===== config.mk =====
export PLATFORM = sky130hd
export DESIGN_NAME = duc_tx_core
export DESIGN_NICKNAME = d
export VERILOG_FILES = /design/src/rtl/duc_tx_core.sv
export SDC_FILE = /design/constraint.sdc
export NUM_CORES = 2
export LEC_CHECK = 0
export CAP_MARGIN = 20
export CORE_UTILIZATION = 42
export CTS_BUF_LIST = sky130_fd_sc_hd__clkbuf_4
export DETAILED_ROUTE_END_ITERATION = 12
export HOLD_SLACK_MARGIN = 0.02
export SYNTH_ARGS = -nofsm -noshare
export SYNTH_HDL_FRONTEND = slang
export SYNTH_SLANG_ARGS = --single-unit

===== constraint.sdc =====
create_clock -name clk -period 10.3 [get_ports clk]
set_input_delay 3.09 -clock clk [delete_from_list [all_inputs] [get_ports clk]]
set_output_delay 3.09 -clock clk [all_outputs]
set_load 0.05 [all_outputs]

===== src/rtl/duc_tx_core.sv =====
// rtl/duc_tx_core.sv - digital upconverter: zero-order-hold interpolation, NCO mixing, saturating DAC output
// Hold register feeds a three-stage pipeline: phase index, sin/cos lookup, mix and saturate.
module duc_tx_core #(
  parameter int DATA_WIDTH = 18,
  parameter int DAC_WIDTH  = 16,
  parameter int NCO_WIDTH  = 24
) (
  input  logic                  clk,
  input  logic                  rst_n,
  input  logic                  enable,
  input  logic [7:0]            interp,
  input  logic [NCO_WIDTH-1:0]  nco_freq,
  input  logic [15:0]           nco_phase_offset,
  input  logic [DATA_WIDTH-1:0] i_data_in,
  input  logic [DATA_WIDTH-1:0] q_data_in,
  input  logic                  in_valid,
  output logic                  in_ready,
  output logic [DAC_WIDTH-1:0]  dac_data,
  output logic                  dac_valid,
  input  logic                  dac_ready,
  output logic [15:0]           underflow_count,
  output logic                  sat_flag,
  output logic                  busy
);

  localparam int PW = DATA_WIDTH + 17;
  localparam logic signed [PW-1:0] DAC_MAX = {{(PW-DAC_WIDTH+1){1'b0}}, {(DAC_WIDTH-1){1'b1}}};
  localparam logic signed [PW-1:0] DAC_MIN = {{(PW-DAC_WIDTH+1){1'b1}}, {(DAC_WIDTH-1){1'b0}}};

  typedef enum logic {IDLE = 1'b0, HOLD = 1'b1} state_t;

  // First quadrant of round(32767*sin(2*pi*k/256)), k = 0..64.
  function automatic logic [14:0] qsin(input logic [6:0] k);
    logic [14:0] v;
    case (k)
      7'd0:  v = 15'd0;
      7'd1:  v = 15'd804;
      7'd2:  v = 15'd1608;
      7'd3:  v = 15'd2410;
      7'd4:  v = 15'd3212;
      7'd5:  v = 15'd4011;
      7'd6:  v = 15'd4808;
      7'd7:  v = 15'd5602;
      7'd8:  v = 15'd6393;
      7'd9:  v = 15'd7179;
      7'd10: v = 15'd7962;
      7'd11: v = 15'd8739;
      7'd12: v = 15'd9512;
      7'd13: v = 15'd10278;
      7'd14: v = 15'd11039;
      7'd15: v = 15'd11793;
      7'd16: v = 15'd12539;
      7'd17: v = 15'd13279;
      7'd18: v = 15'd14010;
      7'd19: v = 15'd14732;
      7'd20: v = 15'd15446;
      7'd21: v = 15'd16151;
      7'd22: v = 15'd16846;
      7'd23: v = 15'd17530;
      7'd24: v = 15'd18204;
      7'd25: v = 15'd18868;
      7'd26: v = 15'd19519;
      7'd27: v = 15'd20159;
      7'd28: v = 15'd20787;
      7'd29: v = 15'd21403;
      7'd30: v = 15'd22005;
      7'd31: v = 15'd22594;
      7'd32: v = 15'd23170;
      7'd33: v = 15'd23731;
      7'd34: v = 15'd24279;
      7'd35: v = 15'd24811;
      7'd36: v = 15'd25329;
      7'd37: v = 15'd25832;
      7'd38: v = 15'd26319;
      7'd39: v = 15'd26790;
      7'd40: v = 15'd27245;
      7'd41: v = 15'd27683;
      7'd42: v = 15'd28105;
      7'd43: v = 15'd28510;
      7'd44: v = 15'd28898;
      7'd45: v = 15'd29268;
      7'd46: v = 15'd29621;
      7'd47: v = 15'd29956;
      7'd48: v = 15'd30273;
      7'd49: v = 15'd30571;
      7'd50: v = 15'd30852;
      7'd51: v = 15'd31113;
      7'd52: v = 15'd31356;
      7'd53: v = 15'd31580;
      7'd54: v = 15'd31785;
      7'd55: v = 15'd31971;
      7'd56: v = 15'd32137;
      7'd57: v = 15'd32285;
      7'd58: v = 15'd32412;
      7'd59: v = 15'd32521;
      7'd60: v = 15'd32609;
      7'd61: v = 15'd32678;
      7'd62: v = 15'd32728;
      7'd63: v = 15'd32757;
      7'd64: v = 15'd32767;
      default: v = 15'd0;
    endcase
    return v;
  endfunction

  // Quadrant 1/3 mirror the table index, quadrants 2/3 negate.
  function automatic logic signed [15:0] sin_lut(input logic [7:0] idx);
    logic [6:0]         k;
    logic signed [15:0] mag;
    k   = idx[6] ? (7'd64 - {1'b0, idx[5:0]}) : {1'b0, idx[5:0]};
    mag = $signed({1'b0, qsin(k)});
    return idx[7] ? -mag : mag;
  endfunction

  state_t                         state_q, state_d;
  logic signed [DATA_WIDTH-1:0]   hold_idat_q, hold_idat_d, hold_qdat_q, hold_qdat_d;
  logic [7:0]                     hold_cnt_q, hold_cnt_d;
  logic [NCO_WIDTH-1:0]           acc_q, acc_d;
  logic                           s1_valid_q, s1_valid_d;
  logic signed [DATA_WIDTH-1:0]   s1_idat_q, s1_idat_d, s1_qdat_q, s1_qdat_d;
  logic [7:0]                     s1_idx_q, s1_idx_d;
  logic                           s2_valid_q, s2_valid_d;
  logic signed [DATA_WIDTH-1:0]   s2_idat_q, s2_idat_d, s2_qdat_q, s2_qdat_d;
  logic signed [15:0]             s2_sin_q, s2_sin_d, s2_cos_q, s2_cos_d;
  logic                           dac_valid_q, dac_valid_d;
  logic [DAC_WIDTH-1:0]           dac_data_q, dac_data_d;
  logic                           sat_q, sat_d;
  logic [15:0]                    uflow_q, uflow_d;

  logic                           adv, last_emit, xfer;
  logic [7:0]                     interp_eff, phase_idx;
  logic signed [PW-1:0]           i_ext, q_ext, c_ext, s_ext, mac, mixed;
  logic [DAC_WIDTH-1:0]           sat_val;
  logic                           clip;

  always_comb begin
    adv        = !dac_valid_q || dac_ready;
    last_emit  = (state_q == HOLD) && (hold_cnt_q == 8'd1);
    in_ready   = enable && rst_n && ((state_q == IDLE) || (last_emit && adv));
    xfer       = in_valid && in_ready;
    interp_eff = (interp == 8'd0) ? 8'd1 : interp;
    phase_idx  = 8'((acc_q[NCO_WIDTH-1 -: 16] + nco_phase_offset) >> 8);
  end

  // Full-precision I*cos - Q*sin, floor shift by 15, clip to the DAC range.
  always_comb begin
    i_ext = {{(PW-DATA_WIDTH){s2_idat_q[DATA_WIDTH-1]}}, s2_idat_q};
    q_ext = {{(PW-DATA_WIDTH){s2_qdat_q[DATA_WIDTH-1]}}, s2_qdat_q};
    c_ext = {{(PW-16){s2_cos_q[15]}}, s2_cos_q};
    s_ext = {{(PW-16){s2_sin_q[15]}}, s2_sin_q};
    mac   = i_ext * c_ext - q_ext * s_ext;
    mixed = mac >>> 15;
    clip  = 1'b1;
    if (mixed > DAC_MAX) begin
      sat_val = {1'b0, {(DAC_WIDTH-1){1'b1}}};
    end else if (mixed < DAC_MIN) begin
      sat_val = {1'b1, {(DAC_WIDTH-1){1'b0}}};
    end else begin
      sat_val = mixed[DAC_WIDTH-1:0];
      clip    = 1'b0;
    end
  end

  always_comb begin
    state_d     = state_q;
    hold_idat_d = hold_idat_q;
    hold_qdat_d = hold_qdat_q;
    hold_cnt_d  = hold_cnt_q;
    acc_d       = acc_q;
    s1_valid_d  = s1_valid_q;
    s1_idat_d   = s1_idat_q;
    s1_qdat_d   = s1_qdat_q;
    s1_idx_d    = s1_idx_q;
    s2_valid_d  = s2_valid_q;
    s2_idat_d   = s2_idat_q;
    s2_qdat_d   = s2_qdat_q;
    s2_sin_d    = s2_sin_q;
    s2_cos_d    = s2_cos_q;
    dac_valid_d = dac_valid_q;
    dac_data_d  = dac_data_q;
    sat_d       = sat_q;
    uflow_d     = uflow_q;

    if (xfer) begin
      hold_idat_d = i_data_in;
      hold_qdat_d = q_data_in;
      hold_cnt_d  = interp_eff;
      state_d     = HOLD;
    end

    // A back-to-back transfer on the last emission reloads the hold without a gap cycle.
    if ((state_q == HOLD) && adv) begin
      acc_d = acc_q + nco_freq;
      if (!last_emit) begin
        hold_cnt_d = hold_cnt_q - 8'd1;
      end else if (!xfer) begin
        state_d    = IDLE;
        hold_cnt_d = 8'd0;
        if (enable && (uflow_q != 16'hFFFF)) begin
          uflow_d = uflow_q + 16'd1;
        end
      end
    end

    if (adv) begin
      s1_valid_d  = (state_q == HOLD);
      s1_idat_d   = hold_idat_q;
      s1_qdat_d   = hold_qdat_q;
      s1_idx_d    = phase_idx;
      s2_valid_d  = s1_valid_q;
      s2_idat_d   = s1_idat_q;
      s2_qdat_d   = s1_qdat_q;
      s2_sin_d    = sin_lut(s1_idx_q);
      s2_cos_d    = sin_lut(s1_idx_q + 8'd64);
      dac_valid_d = s2_valid_q;
      if (s2_valid_q) begin
        dac_data_d = sat_val;
        sat_d      = sat_q | clip;
      end
    end
  end

  always_ff @(posedge clk) begin
    if (!rst_n) begin
      state_q     <= IDLE;
      hold_idat_q <= '0;
      hold_qdat_q <= '0;
      hold_cnt_q  <= '0;
      acc_q       <= '0;
      s1_valid_q  <= 1'b0;
      s1_idat_q   <= '0;
      s1_qdat_q   <= '0;
      s1_idx_q    <= '0;
      s2_valid_q  <= 1'b0;
      s2_idat_q   <= '0;
      s2_qdat_q   <= '0;
      s2_sin_q    <= '0;
      s2_cos_q    <= '0;
      dac_valid_q <= 1'b0;
      dac_data_q  <= '0;
      sat_q       <= 1'b0;
      uflow_q     <= '0;
    end else begin
      state_q     <= state_d;
      hold_idat_q <= hold_idat_d;
      hold_qdat_q <= hold_qdat_d;
      hold_cnt_q  <= hold_cnt_d;
      acc_q       <= acc_d;
      s1_valid_q  <= s1_valid_d;
      s1_idat_q   <= s1_idat_d;
      s1_qdat_q   <= s1_qdat_d;
      s1_idx_q    <= s1_idx_d;
      s2_valid_q  <= s2_valid_d;
      s2_idat_q   <= s2_idat_d;
      s2_qdat_q   <= s2_qdat_d;
      s2_sin_q    <= s2_sin_d;
      s2_cos_q    <= s2_cos_d;
      dac_valid_q <= dac_valid_d;
      dac_data_q  <= dac_data_d;
      sat_q       <= sat_d;
      uflow_q     <= uflow_d;
    end
  end

  assign dac_data        = dac_data_q;
  assign dac_valid       = dac_valid_q;
  assign sat_flag        = sat_q;
  assign underflow_count = uflow_q;
  assign busy            = (state_q != IDLE) || s1_valid_q || s2_valid_q || dac_valid_q;

endmodule


==> impl_metrics.ini <==
[setup_path]
cp-start-kind = flip-flop
required_ps = 10980
end_kind = flip-flop
crit_path_max_fanout = 19
reg2reg_to = dac_data[9]$_SDFFE_PN0P_
critPathKind = reg -> reg
r2r_cells = 24
r2r_start = s2_sin_q[5]$_SDFFE_PN0N_
regToRegSetupSlack_ps = 1070
cp_data_arrival_time_ps = 9910

[logic_synthesis]
post_synth_num_cell_types = 105
yosysSeqAreaShare_pct = 12.0
syn_area_um2 = 36100
synth_area_leader_cell = fa_1
synth_top_area_share_pct = 36.0
synth-main-ff-cell = dfxtp_1
yosysMostFrequentCell = inv_1
synth_edf_count = 0
synthTopCellsByArea = fa_1 (36%), dfxtp_1 (12%), ha_1 (8.0%)
yosys_warnings = 0
mappedNetlistNets = 5214
ys_async_sr_fraction_pct = 0
syn_inst = 4245
ys_ff_latch = 217
syn-mean-instance-area_um2 = 8.51
synthTopCellsByCount = inv_1 (762), fa_1 (650), nand2_1 (640)

[timing]
hold_violations = 0
fmax_mhz = 108
slew-limit-headroom_pct = 36.2
slew_violations = 0
worst_slew_pin_slew_ps = 956
rsz0062_at_grt = false
tns_ps = 0
finClkSkew_ps = 32.4
period_share_pct = 89.6
period_needed_ps = 9230
finalSetupViolCount = 0
hold_ws_ps = 447

[clock_tree]
cts_setup_buffers = 0
clkLatencyLatePin_ps = 810
cts_buffer_depth = 3
cts_tree = done
cts.sinks = 217
clock-root-buffer = clkbuf_4
clk_pin_slew_ps = 80
cts_resized = 0
htreeDepth = 2
holdBufCountCts = 0
cts_made_buffers = 60

[routing]
finalWirelength_mm = 105
drc = 0
detail-route-antenna-nets = 0
num_vias = 29000
drt-initial-drc-count = 2239
first_pass_iters = 5
avgRoutedWirePerCell_um = 19.3
viasPerCell = 5.32

[worst_hold_path]
hold_path_end = s2_qdat_q[16]$_SDFFE_PN0N_
min_path_type = reg -> reg
min-delay-start = s1_qdat_q[16]$_SDFFE_PN0N_
hold_depth = 2

[global_route]
grt_max_degree = 85
grt_pass1_wl_mm = 170
overflow = 0
grt_usage_pct = 25.0
grt_pass1_vias = 29700
antenna_found_initial = 8

[job]
maxCapViolCount = 0

[floorplan]
ios = 125
die_y_um = 295
start_util_pct = 42.4
core_um2 = 85100
die_x_um = 295
die_area_um2 = 87200
row_count = 107

[pwr]
p_leak_nw = 16.9
p_total_mw = 7.14
peakVddDrop_mv = 0.355
cellPowerDensity_nw_per_um2 = 183

[place]
dp.cells = 5340
hpwl_mm = 83.7
gp_congestion = 0.927
portBuffers = 124

[finish]
fin_nets = 5227
area_growth_pct = 8.12
fillers = 8571
final_cell_count_no_fill = 5451
drive_above_1_share_pct = 4.81
finish.utilization_pct = 45.9

[outcome]
status = completed
## critical path, stage by stage, from the launching register on
cell and delay, ps:
dfxtp_1 910, nand2_1 180, fa_1 570, inv_1 50, fa_1 470, inv_1 50, fa_1 480, fa_1 600
fa_1 450, fa_1 460, fa_1 490, inv_1 50, fa_1 480, inv_1 40, ha_1 310, o21ai_0 120
o21ai_0 600, nand2_1 310, a211oi_1 860, o41ai_1 250, mux2_2 330, o21bai_1 170, o311a_1 460, nor2_1 290
a21oi_1 110
## area by class of cell
cell class / instances / area, µm² / share of cell area [%]
clock buffer: 86 / 646 / 1.65
antenna: 2 / 5.00 / 0.0128
timing repair buffer: 179 / 1650 / 4.24
sequential: 217 / 4350 / 11.1
clock inverter: 23 / 106 / 0.272
multi-input combinational: 3034 / 28000 / 71.7
inverter: 766 / 2880 / 7.38
tap: 1144 / 1430 / 3.67
## logic make-up after synthesis
group	share of synthesized area [%]
AND/OR/NAND/NOR	18.7
multiplexers	0.485
XOR/XNOR	2.76
adder cells (fa/ha/maj)	44.0
AO/OA/AOI/OAI	11.4
flip-flops	12.0
buffers and inverters	10.6
## report_power, final
group          leakage [nW]  switching (mW)  total [mW]  internal (mW)
sequential             1.77           0.247        1.15          0.905
clock                 0.451           0.410       0.796          0.386
combinational          14.7            3.30        5.19           1.89
total                  16.9            3.96        7.14           3.18
## sequential cells by signal (all words and copies together) (netlist names)
register and flops:
s2_sin_q 16, s2_cos_q 16, s1_idx_q 8, dac_valid 1, hold_idat_q 18, state_q 1, s1_valid_q 1, sat_flag 1
dac_data 16, s2_valid_q 1, hold_qdat_q 18, underflow_count 16, s2_qdat_q 18, s2_idat_q 18, s1_qdat_q 18, hold_cnt_q 8
acc_q 24, s1_idat_q 18
## metal layers
layer  share of wire (%)  wire [µm]  global-route usage [%]  up-vias
li1                    -          -                       -    13400
met1                  44      46300                    34.2    14500
met4                 2.5       2650                    6.19       10
met2                  47      48900                    40.6      860
met3                 6.9       7210                    4.65      161
met5               0.064         67                       0        -
## stage by stage
stage               area, µm²  setup WS, ps
floorplan               36100          2100
global placement        38300          1190
detailed placement      38300          1130
CTS                     39000          1110
global route            39100           574
finish                  39100          1070
## cell usage in the layout (no fill, tap or decap), types with 10 or more instances in the layout
| cell | Yosys | final |
|---|---|---|
| a211oi_1 | 41 | 41 |
| a21oi_1 | 236 | 236 |
| a221oi_1 | 14 | 14 |
| a31oi_1 | 20 | 20 |
| and2_1 | 308 | 308 |
| buf_4 | 4 | 55 |
| clkbuf_4 | 0 | 86 |
| clkdlybuf4s50_1 | 0 | 124 |
| clkinv_1 | 1 | 15 |
| dfxtp_1 | 217 | 215 |
| fa_1 | 650 | 650 |
| ha_1 | 230 | 230 |
| inv_1 | 762 | 761 |
| mux2i_1 | 13 | 13 |
| nand2_1 | 640 | 640 |
| nand2b_1 | 31 | 30 |
| nand3_1 | 57 | 57 |
| nand4_1 | 17 | 17 |
| nor2_1 | 158 | 158 |
| nor2b_1 | 28 | 27 |
| nor3_1 | 66 | 66 |
| o2111ai_1 | 12 | 12 |
| o211ai_1 | 38 | 38 |
| o21a_1 | 15 | 15 |
| o21ai_0 | 80 | 80 |
| o21ai_1 | 10 | 10 |
| o221ai_1 | 10 | 10 |
| o31ai_1 | 13 | 13 |
| or3_1 | 15 | 15 |
| xnor2_1 | 77 | 77 |
| xor2_1 | 30 | 30 |
## worst max-delay path by stage
stage / start / cells after the start / to / slack [ps]
floorplan: s2_qdat_q[17]$_SDFFE_PN0N_ / 28 / dac_data[4]$_SDFFE_PN0P_ / 2100
global placement: s2_qdat_q[11]$_SDFFE_PN0N_ / 24 / dac_data[3]$_SDFFE_PN0P_ / 1190
CTS: s2_sin_q[5]$_SDFFE_PN0N_ / 24 / dac_data[0]$_SDFFE_PN0P_ / 1110
detailed placement: s2_sin_q[5]$_SDFFE_PN0N_ / 24 / dac_data[0]$_SDFFE_PN0P_ / 1130
global route: s2_cos_q[15]$_SDFFE_PN0N_ / 25 / dac_data[9]$_SDFFE_PN0P_ / 570
finish: s2_sin_q[5]$_SDFFE_PN0N_ / 24 / dac_data[9]$_SDFFE_PN0P_ / 1070
No activity file was read; power rests on OpenSTA's default activity.
